[src/rtl/lif_array.sv]
// Array of N leaky integrate-and-fire neurons with shared threshold.
// Define LIF_REFRACTORY_EN to add per-channel refractory counters.
module lif_array #(
    parameter int N          = 4,
    parameter int WIDTH      = 8,
    parameter int LEAK_SHIFT = 1,
    parameter int THR_RST    = 32,
    parameter int REFRAC     = 2
) (
    input  logic               clk,
    input  logic               rst_n,
    input  logic [N*WIDTH-1:0] current,
    input  logic               in_valid,
    input  logic               thr_wr,
    input  logic [WIDTH-1:0]   thr_data,
    output logic [N*WIDTH-1:0] state_out,
    output logic [N-1:0]       spike,
    output logic [15:0]        spike_cnt
);

    logic [WIDTH-1:0] thr;
    logic [N-1:0]     refr;
    logic [N-1:0]     fire;
    logic [WIDTH-1:0] nxt [N];
    logic [4:0]       nfire;
    logic [16:0]      cnt_sum;

`ifdef LIF_REFRACTORY_EN
    logic [3:0] rcnt [N];

    // A channel is refractory while its counter is non-zero
    always_comb begin
        refr = '0;
        for (int i = 0; i < N; i++) begin
            refr[i] = (rcnt[i] != 4'd0);
        end
    end

    // Load on fire, count down on each update while refractory
    always_ff @(posedge clk or negedge rst_n) begin
        if (!rst_n) begin
            for (int i = 0; i < N; i++) begin
                rcnt[i] <= 4'd0;
            end
        end else if (in_valid) begin
            for (int i = 0; i < N; i++) begin
                if (refr[i]) begin
                    rcnt[i] <= rcnt[i] - 4'd1;
                end else if (fire[i]) begin
                    rcnt[i] <= 4'(REFRAC);
                end
            end
        end
    end
`else
    assign refr = '0;
`endif

    // Leak, integrate with saturation, compare against held threshold
    always_comb begin
        logic [WIDTH:0]   s;
        logic [WIDTH-1:0] sat;
        s       = '0;
        sat     = '0;
        fire    = '0;
        nfire   = '0;
        for (int i = 0; i < N; i++) begin
            s = {1'b0, current[i*WIDTH +: WIDTH]}
              + {1'b0, state_out[i*WIDTH +: WIDTH] >> LEAK_SHIFT};
            sat     = s[WIDTH] ? '1 : s[WIDTH-1:0];
            fire[i] = !refr[i] && (sat >= thr);
            nxt[i]  = (fire[i] || refr[i]) ? '0 : sat;
            nfire   = nfire + 5'(fire[i]);
        end
        cnt_sum = {1'b0, spike_cnt} + 17'(nfire);
    end

    // Register membrane state, spike flags, threshold and spike total
    always_ff @(posedge clk or negedge rst_n) begin
        if (!rst_n) begin
            state_out <= '0;
            spike     <= '0;
            spike_cnt <= '0;
            thr       <= WIDTH'(THR_RST);
        end else begin
            if (thr_wr) begin
                thr <= thr_data;
            end
            spike <= in_valid ? fire : '0;
            if (in_valid) begin
                for (int i = 0; i < N; i++) begin
                    state_out[i*WIDTH +: WIDTH] <= nxt[i];
                end
                spike_cnt <= cnt_sum[16] ? 16'hffff : cnt_sum[15:0];
            end
        end
    end

endmodule

[config.mk]
export PLATFORM = sky130hd
export DESIGN_NAME = lif_array
export DESIGN_NICKNAME = d
export VERILOG_FILES = /design/src/rtl/lif_array.sv
export SDC_FILE = /design/constraint.sdc
export NUM_CORES = 1
export LEC_CHECK = 0
export CAP_MARGIN = 20
export CORE_ASPECT_RATIO = 1.25
export CORE_MARGIN = 2
export CORE_UTILIZATION = 40
export DETAILED_ROUTE_END_ITERATION = 8
export PLACE_DENSITY = 0.77
export SLEW_MARGIN = 5
export SYNTH_ARGS = -nofsm -noshare
export SYNTH_HDL_FRONTEND = slang
export SYNTH_SLANG_ARGS = --single-unit
[constraint.sdc]
create_clock -name clk -period 14.9 [get_ports clk]
set_input_delay 4.47 -clock clk [delete_from_list [all_inputs] [get_ports clk]]
set_output_delay 4.47 -clock clk [all_outputs]
set_load 0.05 [all_outputs]
==> results of run 1 <==
## cell usage after synthesis, types with 2 or more instances
library cell  instances
a2111oi_0             2
nand4b_1              4
dfrtp_1              59
a31oi_1               2
o41ai_1               2
and4_1                3
clkbuf_1              8
nor2_1               34
o21ai_1               3
o211ai_1              3
nor2b_1              23
nor4_1                3
and3b_1               2
nor3_1               10
fa_1                  6
a31o_1               10
o21ai_0              32
xor2_1               11
nand2_1              39
o22ai_1              16
a21oi_1              27
o21bai_1              3
inv_1                51
nand4_1              10
o211a_1               2
a21o_1               10
and2_1                3
and3_1                8
nand2b_1              6
mux2i_1               3
xnor2_1              10
ha_1                 65
nand3_1              15
nor3b_1               4
a31o_2                6
o21a_1                2
a211oi_1              5
## cell families after synthesis
kind of cell               Yosys count
buffers and inverters               61
and+or+nand+nor                    171
DFF                                 60
muxes                                4
xor gates and xnor gates            21
AOI/OAI and AO/OA                  136
adders and majority gates           71
## layout by cell type (no fill, tap or decap), types with 4 or more instances in the layout
cell              n
nor3_1           10
xnor2_1          10
o21ai_0          32
clkbuf_16         9
xor2_1           11
clkdlybuf4s50_1  93
clkbuf_1          4
nor3b_1           4
nand3_1          15
nor2b_1          23
a31o_1           10
nand2b_1          6
fa_1              6
inv_1            51
nand4_1          10
a21o_1           10
and3_1            8
a31o_2            6
o22ai_1          16
nand2_1          39
nand4b_1          4
a21oi_1          27
dfrtp_1          59
ha_1             65
nor2_1           34
a211oi_1          5
## power by group through the flow
stage | Combinational (mW) | Clock (mW) | Sequential (mW)
finish | 0.992 | 0.188 | 0.269
global placement | 0.954 | 0 | 0.270
CTS | 0.997 | 0.192 | 0.270
floorplan | 0.551 | 0 | 0.434
detailed placement | 0.990 | 0 | 0.272
global route | 1.10 | 0.200 | 0.276
## sequential cells by signal (all words and copies together) (netlist names)
name / cells
thr: 8
spike_cnt: 16
state_out: 32
spike: 4
## layout make-up
| cell class | instances | area (µm²) | share of cell area |
|---|---|---|---|
| clock buffer | 14 | 254 | 0.0415 |
| tap | 161 | 201 | 0.0329 |
| sequential | 60 | 1500 | 0.245 |
| timing repair buffer | 97 | 956 | 0.156 |
| inverter | 51 | 191 | 0.0313 |
| clock inverter | 2 | 10.0 | 0.00163 |
| multi-input combinational | 403 | 3010 | 0.491 |
## layer usage
| metal | global-route usage | wire [µm] | share of wire | up-vias |
|---|---|---|---|---|
| met3 | 0.0427 | 642 | 0.053 | 22 |
| met1 | 0.234 | 5150 | 0.42 | 2040 |
| met2 | 0.337 | 6130 | 0.50 | 123 |
| met4 | 0.0684 | 227 | 0.019 | 0 |
| met5 | 0 | 0 | 0 | - |
| li1 | - | - | - | 2092 |
## worst paths after layout
path | cells after the start | end | slack [ns] | from
max | 23 | spike_cnt[8]$_DFFE_PN0P_ | 4.88 | current[8]
min | 2 | state_out[31]$_DFFE_PN0P_ | 0.52 | state_out[31]$_DFFE_PN0P_
max reg2reg | 22 | spike_cnt[8]$_DFFE_PN0P_ | 9.06 | state_out[9]$_DFFE_PN0P_
min reg2reg | 2 | state_out[31]$_DFFE_PN0P_ | 0.52 | state_out[31]$_DFFE_PN0P_
max in group asynchronous | 2 | state_out[12]$_DFFE_PN0P_ | 10.07 | rst_n
min in group asynchronous | 2 | thr[6]$_DFFE_PN0P_ | 4.30 | rst_n
## metrics by stage
step / worst slack (ns) / utilization / instances
floorplan: 5.61 / - / 524
global placement: 4.83 / 0.504 / 772
detailed placement: 4.55 / 0.504 / 772
CTS: 4.88 / 0.527 / 788
global route: 4.51 / 0.527 / 788
finish: 4.88 / 0.527 / 788
## critical path: cells and delay by family
kind            cells  cell delay (ns)
compound gates      7             1.68
buf+inv             4             0.70
simple gates        5             1.11
fa+ha+maj           7             2.32
==> flow_summary.toml, run 1 <==
[global_routing]
grt_pass1_wl_um = 19800
gr-total-overflow = 0
grt_pass1_vias = 4288
grt_use_total = 0.194
antenna_found_initial = 0
grt_max_degree = 69

[min_path]
hp-class = "register to register"

[sta]
period_needed_ns = 10.02
setup_viol = 0
hold_viol = 0
fin_worst_skew_ns = 0.00719
rsz0062_at_grt = "no"
finalSetupTns_ns = 0
final_max_slew_viol_count = 0
slew_headroom = 0.478
holdWs_ns = 0.522
clock.fmax_ghz = 0.0998
final.period_utilization = 0.672
worstMarginPinSlew_ns = 0.782

[route]
dr.pass1.iters = 5
drt_iter0_drc = 151
vias_per_cell = 5.43
vias = 4277
drc = 0
wl_um = 12100
routedWlPerCell_um = 15.4
ant_nets = 0

[floorplan]
rows = 44
io_pins = 96
coreArea_um2 = 11600
start_util = 0.409
die_width_um = 101
die-area_um2 = 12800
die_y_um = 126

[power_and_ir_drop]
power_density_nw_per_um2 = 237
power_switching_uw = 723
peakVddDrop_uv = 118
swShare = 0.500
p_comb_frac = 0.685
pwr-share-clk = 0.130
power_mw = 1.45
seqPwrFrac = 0.186
power.internal_uw = 725
total_leakage_power_nw = 2.85

[clock_network]
postCtsHoldBufs = 0
cts_buffer_depth = 2
htree_levels = 3
cts_tree = "done"
clk_latency_ns = 0.33
cts_buffers = 9
post_cts_resized = 0
cts_sinks = 60
path_clk_slew_ns = 0.05
cts_root_buf = "clkbuf_16"
post_cts_buffers = 0

[placed_design]
io_buffers = 95
gp_congestion = 0.915
dp_hpwl_um = 9130
placed_area_um2 = 5860

[logic_synthesis]
synth-simple-area-share = 0.189
ys_seq_elements = 60
synthesis.nets = 639
syn_avg_cell_area_um2 = 9.06
ys.flop_type = "dfrtp_1"
seq_area_frac_synth = 0.316
synth_compound_area_frac = 0.200
synth-adder-area-share = 0.197
synth_warnings = 0
synthesis.area_um2 = 4750
synth_cells = 524
yosys-top-cells-area = "dfrtp_1, ha_1, inv_1"
yosysTopAreaCell = "dfrtp_1"
synthXorXnorAreaFrac = 0.0387
synthDominantCellAreaShare = 0.311
synth.distinct_cells = 59
synthMuxAreaShare = 0.00870
synth_top_family_by_area = "compound AO/OA/AOI/OAI gates"
synth_edf_count = 0
synthArstFlopShare = 1.00

[setup_path]
endpoint_kind = "register"
critPathMostFrequentCell = "ha_1"
worst-setup-path-type = "primary input to register"
critical_path.slowest_cell = "fa_1"
cp-start-kind = "primary input"
slowest_delay_ns = 0.48
worstPathRequired_ns = 15.16
cp_cell_sequence = "clkdlybuf4s50_1 -> ha_1 -> fa_1 -> a21o_1 -> a221oi_4 -> o21ai_2 -> nor3_1 -> inv_1 -> ha_1 -> a21oi_1 -> o21ai_0 -> a21oi_1 -> inv_1 -> fa_1 -> ha_1 -> ha_1 -> inv_1 -> fa_1 -> nor2b_1 -> o21a_1 -> and4_1 -> nand3_1 -> nand2_1"
cp.arrival_ns = 10.27
crit_fanout = 7

[layout]
final_area_um2 = 6120
final_net_count = 737
diodes = 0
drive_above_1_share = 0.0558
fill_cells = 1087
syn_to_final_growth_pct = 29.0

[outcome]
outcome = "complete, no violations"

[job]
max_cap_viol_count = 0
No activity file was read; power rests on OpenSTA's default activity.
==> run 2: changes to the inputs <==
==> constraint.sdc (replaced) <==
create_clock -name clk -period 10.5 [get_ports clk]
set_input_delay 3.15 -clock clk [delete_from_list [all_inputs] [get_ports clk]]
set_output_delay 3.15 -clock clk [all_outputs]
set_load 0.05 [all_outputs]
==> flow_summary.toml, run 2 (synthesis gave the netlist of run 1 again) <==
[power_and_ir_drop]
total_leakage_power_nw = 2.85
power_density_nw_per_um2 = 336
power_mw = 2.06
peakVddDrop_uv = 169

[layout]
largest_reg_flops = 32
final_cell_mix = "clkdlybuf4s50_1, ha_1, dfrtp_1"
drive_above_1_share = 0.0575
largest_register = "state_out"
multi_input_area_um2 = 3010
diodes = 0
seq_area_um2 = 1500
top_regs = "state_out x32, spike_cnt x16, thr x8"
final_net_count = 737
mostFrequentLayoutCell = "clkdlybuf4s50_1"
syn_to_final_growth_pct = 29.1
fill_cells = 1071

[setup_path]
cp_cell_sequence = "clkdlybuf4s50_1 -> ha_1 -> fa_1 -> a21o_1 -> a221oi_4 -> o21ai_2 -> nor3_1 -> inv_1 -> ha_1 -> a21oi_1 -> o21ai_0 -> a21oi_1 -> inv_1 -> fa_1 -> ha_1 -> ha_1 -> inv_1 -> fa_1 -> nor2b_1 -> o21a_1 -> and4_1 -> nand3_1 -> nand2_1"
cp-start-kind = "primary input"
slowest_delay_ns = 0.48
critical_path.slowest_cell = "fa_1"
crit_fanout = 7
reg2reg_from = "state_out[9]$_DFFE_PN0P_"
critPathMostFrequentCell = "ha_1"
rrSetupSlack_ns = 4.66
worst-setup-path-type = "primary input to register"
cp.arrival_ns = 8.93
worstRegToRegCells = 22
cp_num_buf_inv = 4
endpoint_kind = "register"
worstPathRequired_ns = 10.76
r2r_end = "spike_cnt[8]$_DFFE_PN0P_"
critPathTopFamily = "adder cells"

[clock_network]
cts_sinks = 60
postCtsHoldBufs = 0
cts_root_buf = "clkbuf_16"
clk_latency_ns = 0.33
cts_tree = "done"
post_cts_resized = 0
path_clk_slew_ns = 0.05
htree_levels = 3
cts_buffers = 9
cts_buffer_depth = 2
post_cts_buffers = 0

[sta]
setup_viol = 0
clock.fmax_ghz = 0.115
fin_ws_ns = 1.82
worstMarginPinSlew_ns = 0.786
period_needed_ns = 8.68
slew_headroom = 0.476
final.period_utilization = 0.826
final_max_slew_viol_count = 0
fin_worst_skew_ns = 0.00620
finalSetupTns_ns = 0
rsz0062_at_grt = "no"
hold_viol = 0

[global_routing]
grt_pass1_wl_um = 20500
grt_pass1_vias = 4416
grt_use_total = 0.199
grt_max_degree = 69
antenna_found_initial = 0
gr-total-overflow = 0

[route]
drt_iter0_drc = 253
vias = 4243
vias_per_cell = 5.39
wl_um = 12200
ant_nets = 0
drc = 0
routedWlPerCell_um = 15.4
dr.pass1.iters = 4

[placed_design]
dp_slack_ns = 1.49
gp_congestion = 0.915
dp_hpwl_um = 9100
io_buffers = 95

[min_path]
hold_start = "state_out[31]$_DFFE_PN0P_"
hp-class = "register to register"
whs_endpoint = "state_out[31]$_DFFE_PN0P_"
min_path_cells = 2

[floorplan]
die_y_um = 126
die_width_um = 101
start_util = 0.409
io_pins = 96
die-area_um2 = 12800
coreArea_um2 = 11600
rows = 44

[outcome]
outcome = "complete, no violations"

[job]
max_cap_viol_count = 0
==> run 2: worst max-delay path by stage <==
stage	start	endpoint	slack (ns)	depth (start not counted)
floorplan	current[8]	spike_cnt[14]$_DFFE_PN0P_	2.53	22
global placement	current[8]	spike_cnt[14]$_DFFE_PN0P_	1.75	23
detailed placement	current[8]	spike_cnt[8]$_DFFE_PN0P_	1.49	23
CTS	current[8]	spike_cnt[8]$_DFFE_PN0P_	1.80	23
global route	current[8]	spike_cnt[14]$_DFFE_PN0P_	1.39	23
finish	current[8]	spike_cnt[8]$_DFFE_PN0P_	1.82	23
==> run 2: power by group <==
part	total [mW]	internal [mW]	switching, mW
Combinational	1.41	0.551	0.856
Clock	0.271	0.170	0.101
Sequential	0.383	0.311	0.0723
Total	2.06	1.03	1.03
==> run 2: through the flow <==
stage	cells	cell area, µm²	util	hold WS (ns)
final	787	6130	0.528	0.523
after global routing	787	6130	0.528	0.558
after CTS	787	6130	0.528	0.537
after detailed placement	772	5860	0.504	0.517
after global placement	772	5860	0.504	0.525
after floorplan	524	4750	-	0.552
==> run 2: worst register-to-register path, stage by stage, from the launching register on <==
cell	delay [ns]
dfrtp_1	0.40
ha_1	0.23
fa_1	0.41
a21o_1	0.24
a221oi_4	0.36
o21ai_2	0.16
nor3_1	0.30
inv_1	0.08
ha_1	0.29
a21oi_1	0.14
o21ai_0	0.10
a21oi_1	0.40
inv_1	0.14
fa_1	0.48
ha_1	0.19
ha_1	0.29
inv_1	0.06
fa_1	0.40
nor2b_1	0.22
o21a_1	0.27
and4_1	0.27
nand3_1	0.22
nand2_1	0.13
==> run 2: cell type report <==
| cell class | instances | area share |
|---|---|---|
| sequential | 60 | 0.245 |
| multi-input combinational | 403 | 0.491 |
| inverter | 51 | 0.0312 |
| clock buffer | 13 | 0.0425 |
| timing repair buffer | 97 | 0.156 |
| clock inverter | 2 | 0.00163 |
| tap | 161 | 0.0329 |
==> run 2: metal layers <==
layer  track usage  up-vias  share of wire
met5             0        -              0
met4        0.0652        0          0.019
met3        0.0572       21          0.059
met2         0.342      115           0.50
met1         0.237     2017           0.42
li1              -     2090              -
==> run 3: changes to the inputs <==
==> constraint.sdc (replaced) <==
create_clock -name clk -period 8.5 [get_ports clk]
set_input_delay 2.55 -clock clk [delete_from_list [all_inputs] [get_ports clk]]
set_output_delay 2.55 -clock clk [all_outputs]
set_load 0.05 [all_outputs]
==> flow_summary.toml, run 3 (synthesis gave the netlist of run 1 again) <==
[outcome]
outcome = "complete, no violations"

[clock_network]
postCtsHoldBufs = 0
cts_sinks = 60
cts_buffers = 9
post_cts_resized = 0
clk_latency_ns = 0.34
cts_buffer_depth = 2
htree_levels = 3
path_clk_slew_ns = 0.06
post_cts_buffers = 0
cts_tree = "done"
cts_root_buf = "clkbuf_16"

[sta]
fin_worst_skew_ns = 0.00515
clock.fmax_ghz = 0.126
final.period_utilization = 0.931
setup_viol = 0
rsz0062_at_grt = "no"
fin_ws_ns = 0.584
finalSetupTns_ns = 0
period_needed_ns = 7.92
worstMarginPinSlew_ns = 0.782
hold_viol = 0
slew_headroom = 0.479
final_max_slew_viol_count = 0

[global_routing]
grt_pass1_vias = 4398
antenna_found_initial = 0
grt_use_total = 0.195
grt_max_degree = 69
grt_pass1_wl_um = 19900
gr-total-overflow = 0

[setup_path]
cp.arrival_ns = 8.18
cp_cell_sequence = "clkdlybuf4s50_1 -> ha_1 -> fa_1 -> a21o_1 -> a221oi_4 -> o21ai_2 -> nor3_1 -> inv_1 -> ha_1 -> a21oi_1 -> o21ai_0 -> a21oi_1 -> inv_1 -> fa_1 -> ha_1 -> ha_1 -> inv_1 -> fa_1 -> nor2b_1 -> o21a_1 -> and4_1 -> nand3_1 -> nand2_1"
worstPathRequired_ns = 8.77
endpoint_kind = "register"
cp-start-kind = "primary input"
slowest_delay_ns = 0.47
critical_path.slowest_cell = "fa_1"
worst-setup-path-type = "primary input to register"
crit_fanout = 7
critPathMostFrequentCell = "ha_1"

[route]
ant_nets = 0
drc = 0
drt_iter0_drc = 163
vias = 4312
routedWlPerCell_um = 15.2
dr.pass1.iters = 4
vias_per_cell = 5.45
wl_um = 12000

[layout]
final_net_count = 740
seq_area_um2 = 1500
mostFrequentLayoutCell = "clkdlybuf4s50_1"
final_cell_mix = "clkdlybuf4s50_1, ha_1, dfrtp_1"
largest_reg_flops = 32
top_regs = "state_out x32, spike_cnt x16, thr x8"
syn_to_final_growth_pct = 30.4
utilization = 0.533
multi_input_area_um2 = 3010
final_area_um2 = 6190
fill_cells = 1046
largest_register = "state_out"
diodes = 0
drive_above_1_share = 0.0667

[floorplan]
die_y_um = 126
die_width_um = 101
start_util = 0.409
io_pins = 96
coreArea_um2 = 11600
rows = 44
die-area_um2 = 12800

[job]
max_cap_viol_count = 0

[placed_design]
io_buffers = 95
dp_hpwl_um = 8950
gp_congestion = 0.910
dp_slack_ns = 0.264
placed_area_um2 = 5880

[power_and_ir_drop]
peakVddDrop_uv = 206
power_mw = 2.60
total_leakage_power_nw = 2.88
power_density_nw_per_um2 = 420

[min_path]
hp-class = "register to register"
[run 3: changes by cell type in the layout (fill, tap and decap cells not counted), sizes merged]
cell and change:
buf +3, bufinv +1, clkbuf -2, clkinv -1
clkinvlp +2, inv +1
[run 3: critical path: cells and delay by family]
| kind | cells | cell delay [ns] |
|---|---|---|
| simple gates | 5 | 1.18 |
| compound gates | 7 | 1.51 |
| buf+inv | 4 | 0.64 |
| fa+ha+maj | 7 | 2.31 |
[run 3: power by group]
group          internal (mW)  leakage (nW)  switching [mW]
clock                  0.243         0.148           0.138
sequential             0.384         0.765          0.0849
combinational          0.696          1.97            1.06
[run 3: worst paths after layout]
path | from | to | slack, ns | cells past startpoint
hold reg to reg | state_out[31]$_DFFE_PN0P_ | state_out[31]$_DFFE_PN0P_ | 0.53 | 2
setup / recovery | current[8] | spike_cnt[14]$_DFFE_PN0P_ | 0.58 | 23
setup reg to reg | state_out[9]$_DFFE_PN0P_ | spike_cnt[14]$_DFFE_PN0P_ | 2.82 | 22
hold / removal | state_out[31]$_DFFE_PN0P_ | state_out[31]$_DFFE_PN0P_ | 0.53 | 2
min in group asynchronous | rst_n | spike_cnt[9]$_DFFE_PN0P_ | 2.36 | 2
max in group asynchronous | rst_n | state_out[15]$_DFFE_PN0P_ | 5.61 | 2
[run 3: metal layers]
layer / routed length [µm] / global-route usage
met5: 0 / 0
met4: 311 / 0.0859
met3: 631 / 0.0322
met2: 5950 / 0.334
met1: 5110 / 0.237
[run 3: area by class of cell]
cell class	count	area share
multi-input cells	403	0.486
flip-flops and latches	60	0.243
repair buffers	100	0.158
clock buffers	11	0.0408
well taps	161	0.0325
inverters	51	0.0309
clock inverters	5	0.00949
[run 3: through the flow]
| step | hold slack, ns | std cells |
|---|---|---|
| 4_1_cts | 0.538 | 791 |
| 6_report | 0.526 | 791 |
| 3_3_place_gp | 0.523 | 775 |
| 2_1_floorplan | 0.552 | 524 |
| 3_5_place_dp | 0.526 | 775 |
| 5_1_grt | 0.560 | 791 |
